### src/rtl/if_prefetch.sv
// Instruction-fetch stage with a DEPTH-slot prefetch queue.
// Issues sequential fetches, buffers PC/IR pairs for decode, and flushes on branch redirects.
module if_prefetch #(
   parameter int unsigned           WIDTH    = 32,
   parameter int unsigned           ADDR_W   = 32,
   parameter int unsigned           DEPTH    = 4,
   parameter logic [ADDR_W-1:0]     RESET_PC = '0
) (
   input  logic              clk,
   input  logic              rst_n,
   output logic              imem_req_valid,
   output logic [ADDR_W-1:0] imem_req_addr,
   input  logic              imem_req_ready,
   input  logic              imem_rsp_valid,
   input  logic [WIDTH-1:0]  imem_rsp_data,
   output logic              out_valid,
   output logic [ADDR_W-1:0] out_pc,
   output logic [WIDTH-1:0]  out_ir,
   input  logic              out_ready,
   input  logic              branch_valid,
   input  logic [ADDR_W-1:0] branch_addr
);

   localparam int unsigned PTR_W = $clog2(DEPTH);
   localparam int unsigned CNT_W = $clog2(DEPTH + 1);
   localparam logic [CNT_W-1:0] CNT_ONE = CNT_W'(1);
   localparam logic [CNT_W-1:0] CNT_MAX = CNT_W'(DEPTH);
   localparam logic [PTR_W-1:0] PTR_ONE = PTR_W'(1);

   logic [ADDR_W-1:0] fetch_pc;
   logic [ADDR_W-1:0] slot_pc     [DEPTH];
   logic [WIDTH-1:0]  slot_ir     [DEPTH];
   logic              slot_filled [DEPTH];
   logic [PTR_W-1:0]  alloc_ptr, fill_ptr, head_ptr;
   logic [CNT_W-1:0]  alloc_cnt, out_cnt, drop_cnt;
   logic              branch_valid_q;

   logic              req_fire, pop, fill_en;
   logic [CNT_W-1:0]  out_cnt_nxt, alloc_cnt_nxt, drop_cnt_nxt;

   // Handshakes: a transfer happens on any cycle where valid and ready are both high.
   assign imem_req_valid = (alloc_cnt < CNT_MAX) && (out_cnt < CNT_MAX) && !branch_valid_q;
   assign imem_req_addr  = fetch_pc;
   assign req_fire       = imem_req_valid && imem_req_ready;
   assign out_valid      = (alloc_cnt != '0) && slot_filled[head_ptr];
   assign out_pc         = slot_pc[head_ptr];
   assign out_ir         = slot_ir[head_ptr];
   assign pop            = out_valid && out_ready;
   assign fill_en        = imem_rsp_valid && (drop_cnt == '0) && !branch_valid;

   always_comb begin
      out_cnt_nxt   = out_cnt;
      alloc_cnt_nxt = alloc_cnt;
      drop_cnt_nxt  = drop_cnt;
      if (req_fire)       out_cnt_nxt = out_cnt_nxt + CNT_ONE;
      if (imem_rsp_valid) out_cnt_nxt = out_cnt_nxt - CNT_ONE;
      if (req_fire)       alloc_cnt_nxt = alloc_cnt_nxt + CNT_ONE;
      if (pop)            alloc_cnt_nxt = alloc_cnt_nxt - CNT_ONE;
      if (imem_rsp_valid && (drop_cnt != '0)) drop_cnt_nxt = drop_cnt - CNT_ONE;
      // Every request still outstanding after a redirect belongs to the old path.
      if (branch_valid) begin
         alloc_cnt_nxt = '0;
         drop_cnt_nxt  = out_cnt_nxt;
      end
   end

   always_ff @(posedge clk) begin
      if (!rst_n) begin
         fetch_pc       <= RESET_PC;
         alloc_ptr      <= '0;
         fill_ptr       <= '0;
         head_ptr       <= '0;
         alloc_cnt      <= '0;
         out_cnt        <= '0;
         drop_cnt       <= '0;
         branch_valid_q <= 1'b0;
         for (int i = 0; i < DEPTH; i++) begin
            slot_pc[i]     <= '0;
            slot_ir[i]     <= '0;
            slot_filled[i] <= 1'b0;
         end
      end else begin
         branch_valid_q <= branch_valid;
         out_cnt        <= out_cnt_nxt;
         alloc_cnt      <= alloc_cnt_nxt;
         drop_cnt       <= drop_cnt_nxt;
         if (req_fire) begin
            slot_pc[alloc_ptr]     <= fetch_pc;
            slot_filled[alloc_ptr] <= 1'b0;
         end
         if (fill_en) begin
            slot_ir[fill_ptr]     <= imem_rsp_data;
            slot_filled[fill_ptr] <= 1'b1;
         end
         if (branch_valid) begin
            fetch_pc  <= branch_addr & ~ADDR_W'(3);
            alloc_ptr <= '0;
            fill_ptr  <= '0;
            head_ptr  <= '0;
         end else begin
            if (req_fire) begin
               fetch_pc  <= fetch_pc + ADDR_W'(4);
               alloc_ptr <= alloc_ptr + PTR_ONE;
            end
            if (fill_en) fill_ptr <= fill_ptr + PTR_ONE;
            if (pop)     head_ptr <= head_ptr + PTR_ONE;
         end
      end
   end

endmodule

### config.mk
export PLATFORM = sky130hd
export DESIGN_NAME = if_prefetch
export DESIGN_NICKNAME = d
export VERILOG_FILES = /design/src/rtl/if_prefetch.sv
export SDC_FILE = /design/constraint.sdc
export NUM_CORES = 1
export LEC_CHECK = 0
export CAP_MARGIN = 40
export CORE_MARGIN = 2
export CORE_UTILIZATION = 60
export CTS_CLUSTER_SIZE = 8
export DETAILED_ROUTE_END_ITERATION = 16
export GPL_TIMING_DRIVEN = 0
export PLACE_DENSITY = 0.85
export SYNTH_ARGS = -nofsm -noshare
export SYNTH_HDL_FRONTEND = slang
export SYNTH_SLANG_ARGS = --single-unit
### constraint.sdc
create_clock -name clk -period 9 [get_ports clk]
set_input_delay 1.8 -clock clk [delete_from_list [all_inputs] [get_ports clk]]
set_output_delay 1.8 -clock clk [all_outputs]
set_load 0.01 [all_outputs]
==> flow_summary.toml <==
[setup_path]
crit_fanout = 10
path_cells = "clkbuf_1 -> clkbuf_1 -> mux4_2 -> clkdlybuf4s50_1"
path_delay_family = "buffers and inverters"
slowest_delay_ps = 700
crit_required_ps = 7200
critPathKind = "reg2out"
end_kind = "output port"
critPathSlowestCell = "clkbuf_1"
crit_buf_inv = 3
critPathMostFrequentCell = "clkbuf_1"
timing.critical_path.arrival_ps = 3260
startpoint_type = "register"

[pwr]
p_per_area_nw_per_um2 = 214
worst_ir_drop_vdd_mv = 0.173
p_leak_nw = 6.41

[clock_tree]
clockBufferDepth = 3
cts_resized = 0
post_cts_buffers = 0
cts_tree = "built"
clkTransAtPathRegs_ps = 50
ctsRootBufferMaster = "clkbuf_16"
cts-buffers-inserted = 43
insertion_delay_ps = 530
cts.sinks = 300
htree_levels = 2
postCtsHoldBufs = 0

[synth]
synth_top_family_by_area = "simple AND/OR/NAND/NOR gates"
yosys.area.top_type = "edfxtp_1"
synthSimpleGateAreaFrac_pct = 16.6
ys_seq_elements = 300
synth_most_common_cell = "edfxtp_1"
synth_compound_area_share_pct = 4.15
synth-adder-area-share_pct = 1.11
synth-seq-area-share_pct = 62.7
synth_cell_types = 61
synthFlopType = "edfxtp_1"
synth-edff-count = 248
async_flop_share_pct = 0
netlist_top_cells_area = "edfxtp_1, mux4_2, dfxtp_1"
yosys-top-cells-count = "edfxtp_1, and2_1, nor2_1, clkbuf_1, nand2_1"
syn-mean-instance-area_um2 = 13.4
synth_top_area_share_pct = 55.0
synth_xor_area_share_pct = 1.23
yosys_warnings = 0
syn_area_um2 = 13500
synthMuxAreaShare_pct = 10.9
synthCells = 1010

[route]
vias = 9592
vias_per_cell = 6.20
drt_iter0_drc = 997
drt_wl_total_um = 34600
drtAntennaViolNets = 0
drcViolationCount = 0
wl_per_cell_um = 22.4
first_pass_iters = 5

[placement]
gp_congestion = 0.888
postPlaceCellArea_um2 = 15800
dp_hpwl_um = 22100
io_buffers = 160

[global_route]
grt_max_degree = 31
antenna_found_initial = 1
grtUsageTotal_pct = 29.3
grt_remaining_overflow = 0
grt_pass1_vias = 9838
grt_pass1_wl_um = 53600

[run_status]
status = "finished, final reports clean"

[floorplan]
die_w_um = 154
die_h_um = 154
rows = 54
ioPinCount = 168
dieArea_um2 = 23800
start_util_pct = 61.7
core_um2 = 22000

[timing]
min_period_ps = 5060
skew_ps = 17.5
fin_tns_setup_ps = 0
slew_viol_final = 0
min_period_over_period_pct = 56.2
tightest_slew_ps = 995
hold_viol = 0
slew_headroom_pct = 33.1
max_freq_mhz = 198
setup_viol = 0
rsz0062_at_grt = "no"

[final_layout]
fillers = 1213
final_core_util_pct = 77.7
antennaDiodeCount = 0
final_area_um2 = 17100
areaGrowthSynthToFinish_pct = 26.0
nets = 1313
layout-drive-gt1-share_pct = 11.6

[job]
drv_cap = 0

[min_path]
hp-class = "reg2reg"
[final timing paths]
kind / startpoint / depth (start not counted) / slack [ps] / end
max reg2reg: drop_cnt[0] / 7 / 5840 / slot_ir[0][0]
max: register / 4 / 3940 / out_ir[29]
min reg2reg: slot_filled[0] / 2 / 490 / slot_filled[0]
min: slot_filled[0] / 2 / 490 / slot_filled[0]
[registers in the layout (all words and copies together), names as in the netlist, named ones only]
register and count:
alloc_ptr 2, slot_filled 4, imem_req_addr 30, fill_ptr 2, alloc_cnt 3, branch_valid_q 1
head_ptr 2, drop_cnt 3, out_cnt 3, slot_ir 128, slot_pc 120
[kinds of logic after synthesis]
logic type               count (synthesis)
adder cells (fa/ha/maj)                 12
AND/OR/NAND/NOR                        414
XOR/XNOR                                19
flip-flops                             300
buffers and inverters                  117
other                                    1
AO/OA/AOI/OAI                           79
multiplexers                            68
[placed cells by master (no fill, tap or decap), drive strengths merged, types with 23 or more instances in the layout]
cell type | Yosys | routed
edfxtp | 248 | 248
clkdlybuf4s50 | 0 | 160
clkbuf | 66 | 144
and2 | 130 | 130
nor2 | 80 | 80
nand2 | 65 | 65
mux4 | 63 | 63
dfxtp | 52 | 52
inv | 41 | 42
and3 | 35 | 35
nand3 | 24 | 24
buf | 10 | 23
[layout make-up]
| type | instances | area [um2] | area share, % |
|---|---|---|---|
| Clock inverter | 2 | 25.0 | 0.147 |
| Tap cell | 280 | 350 | 2.05 |
| Sequential cell | 300 | 8490 | 49.7 |
| Buffer | 76 | 303 | 1.77 |
| Timing Repair Buffer | 173 | 1860 | 10.9 |
| Multi-Input combinational cell | 596 | 4640 | 27.2 |
| Inverter | 41 | 154 | 0.901 |
| Clock buffer | 78 | 1250 | 7.32 |
[per-stage QoR]
stage / hold slack, ps / total power (W) / cells / setup WS, ps
after floorplan: 442 / 0.00191 / 1013 / 3850
after global placement: 458 / 0.00212 / 1453 / 1460
after detailed placement: 485 / 0.00215 / 1465 / 3970
after CTS: 485 / 0.00365 / 1545 / 3780
after global routing: 508 / 0.00375 / 1546 / 3760
final: 489 / 0.00365 / 1546 / 3940
[routing by layer]
layer	vias up	global-route usage, %	wire length (um)
li1	4182	-	-
met1	4688	38.5	12800
met5	-	0	0
met2	611	48.3	17100
met3	111	6.02	3550
met4	0	12.2	1220
[power by group]
group          internal [W]  switching (W)  total (W)
Sequential          0.00161      0.0000531    0.00166
Combinational      0.000226       0.000251   0.000477
Clock              0.000931       0.000577    0.00151
Total               0.00277       0.000881    0.00365
[tightest hold or removal path, stage by stage, from the launching register on]
cell	delay, ps
dfxtp_1	310
inv_1	50
o21ai_0	70
No activity file was read; power rests on OpenSTA's default activity.
==> edit (config.mk and constraints unchanged) <==
Set the parameter `ADDR_W` to 48 (it was 32).
--- a/src/rtl/if_prefetch.sv
+++ b/src/rtl/if_prefetch.sv
@@ -3,5 +3,5 @@
 module if_prefetch #(
    parameter int unsigned           WIDTH    = 32,
-   parameter int unsigned           ADDR_W   = 32,
+   parameter int unsigned           ADDR_W   = 48,
    parameter int unsigned           DEPTH    = 4,
    parameter logic [ADDR_W-1:0]     RESET_PC = '0
Ports: changed (resized branch_addr, imem_req_addr and out_pc); port bits go from 168 to 216. The function was not compared with the original's and may differ.
==> edit against the original RTL <==
Wire length is 35% higher. Clock power grew 23%. Power grew 23%. Fmax is 4.9% lower. Count of clock-buffer cells in the layout grew 17. Global-route usage rose by 1.9 points. Sequential cell count is 80 higher. Worst setup slack lost 0.26 ns. Combinational power is 12% higher. First-iteration DRC count increased by 52%. Cell area rose by 26%. Area after synthesis increased by 26%. Hold slack better by 0.0068 ns. Critical path type unchanged.
==> edit: results (changes against the original RTL) <==
status finished, final reports clean; met2 routed WL 22900 µm (+34%); Critical R2R Launch alloc_cnt[2]; WHS Path Cells 1 (-1); number of flops mapped to enable cells by yosys 312 (+26%); area of all sequential standard cells 10700 µm² (+26%); Placer Congestion 0.925 (+4.2%); Reg with most FFs slot_pc; antenna violations before repair 5 (+4); Starting DRT DRC Count 1516 (+52%); Filler Cell Count 1571 (+30%); Final nets 1611 (+23%); Clk Latency, worst-skew pair 0.56 ns (+0.03 ns); synth cell count leaders edfxtp_1, and2_1, clkbuf_1; Non-clk bufs 321 (+29%); CTS sink cnt 380 (+27%); Reg2Reg Setup Slack 5.66 ns (-0.18 ns); Detail Route met3 WL 5050 µm (+42%); sw frac 23.7% (-0.46 points); metal1 wirelength 16700 µm (+31%); CLK BUF 95 (+22%); share of layout cells above drive strength 1 11.8% (+0.16 points); port bufs 207 (+29%); Tot GR Track Use 31.2% (+1.9 points); antenna cells 5 (+5); Seq. pwr 2.09 mW (+26%); met1 Use GR 40.7% (+2.2 points); XOR/XNOR share of the synthesized area 2.31% (+1.1 points); Power Density 208 nW/µm² (-2.6%); Non-clock buffering overhead 12.9% (+0.22 points); met2 usage 51.2% (+2.9 points); Leak 7.76 nW (+21%); post-synthesis compound-gate area fraction 3.50% (-0.65 points); TritonCTS buffer count 53 (+23%); Unique masters post-synth 49 (-20%); comb_multi_in 738 (+24%); met3 Use GR 6.62% (+0.59 points); clk_skew 0.0187 ns (+0.00116 ns); DP HPWL 30500 µm (+38%); min-delay src slot_filled[2]; FF-to-FF End slot_pc[3][25]; synth top area cells edfxtp_1, mux4_2, and2_1; sequential-to-total area share from yosys stat 62.9% (+0.26 points); Layout clock area frac 7.23% (-0.23 points); Clk power 1.85 mW (+23%)
-- edit: changes by cell type after synthesis, sizes merged, moves of 13 or more --
cell,before,now
mux4,63,79
and3,35,77
clkbuf,66,80
dfxtp,52,68
xor2,6,25
inv,41,19
edfxtp,248,312
o21ai,17,41
nor2,80,60
and2,130,224
a21oi,12,25
nand2,65,36
-- edit: critical path, stage by stage, from the launching register on --
cell             delay [ns]
dfxtp_1                0.30
clkbuf_1               0.49
clkbuf_1               0.63
clkbuf_1               0.58
mux4_2                 0.46
clkdlybuf4s50_1        0.51
-- edit: metrics by stage --
stage / instance area (µm²) / utilization (%) / setup slack (ns) / hold slack [ns] / setup TNS [ns]
floorplan: 17100 / - / 2.63 / 0.442 / 0
global placement: 19600 / 70.4 / -0.822 / 0.456 / -38.38
detailed placement: 19900 / 71.6 / 3.82 / 0.467 / 0
CTS: 21500 / 77.2 / 3.73 / 0.482 / 0
global route: 21500 / 77.2 / 3.57 / 0.495 / 0
finish: 21500 / 77.2 / 3.68 / 0.496 / 0
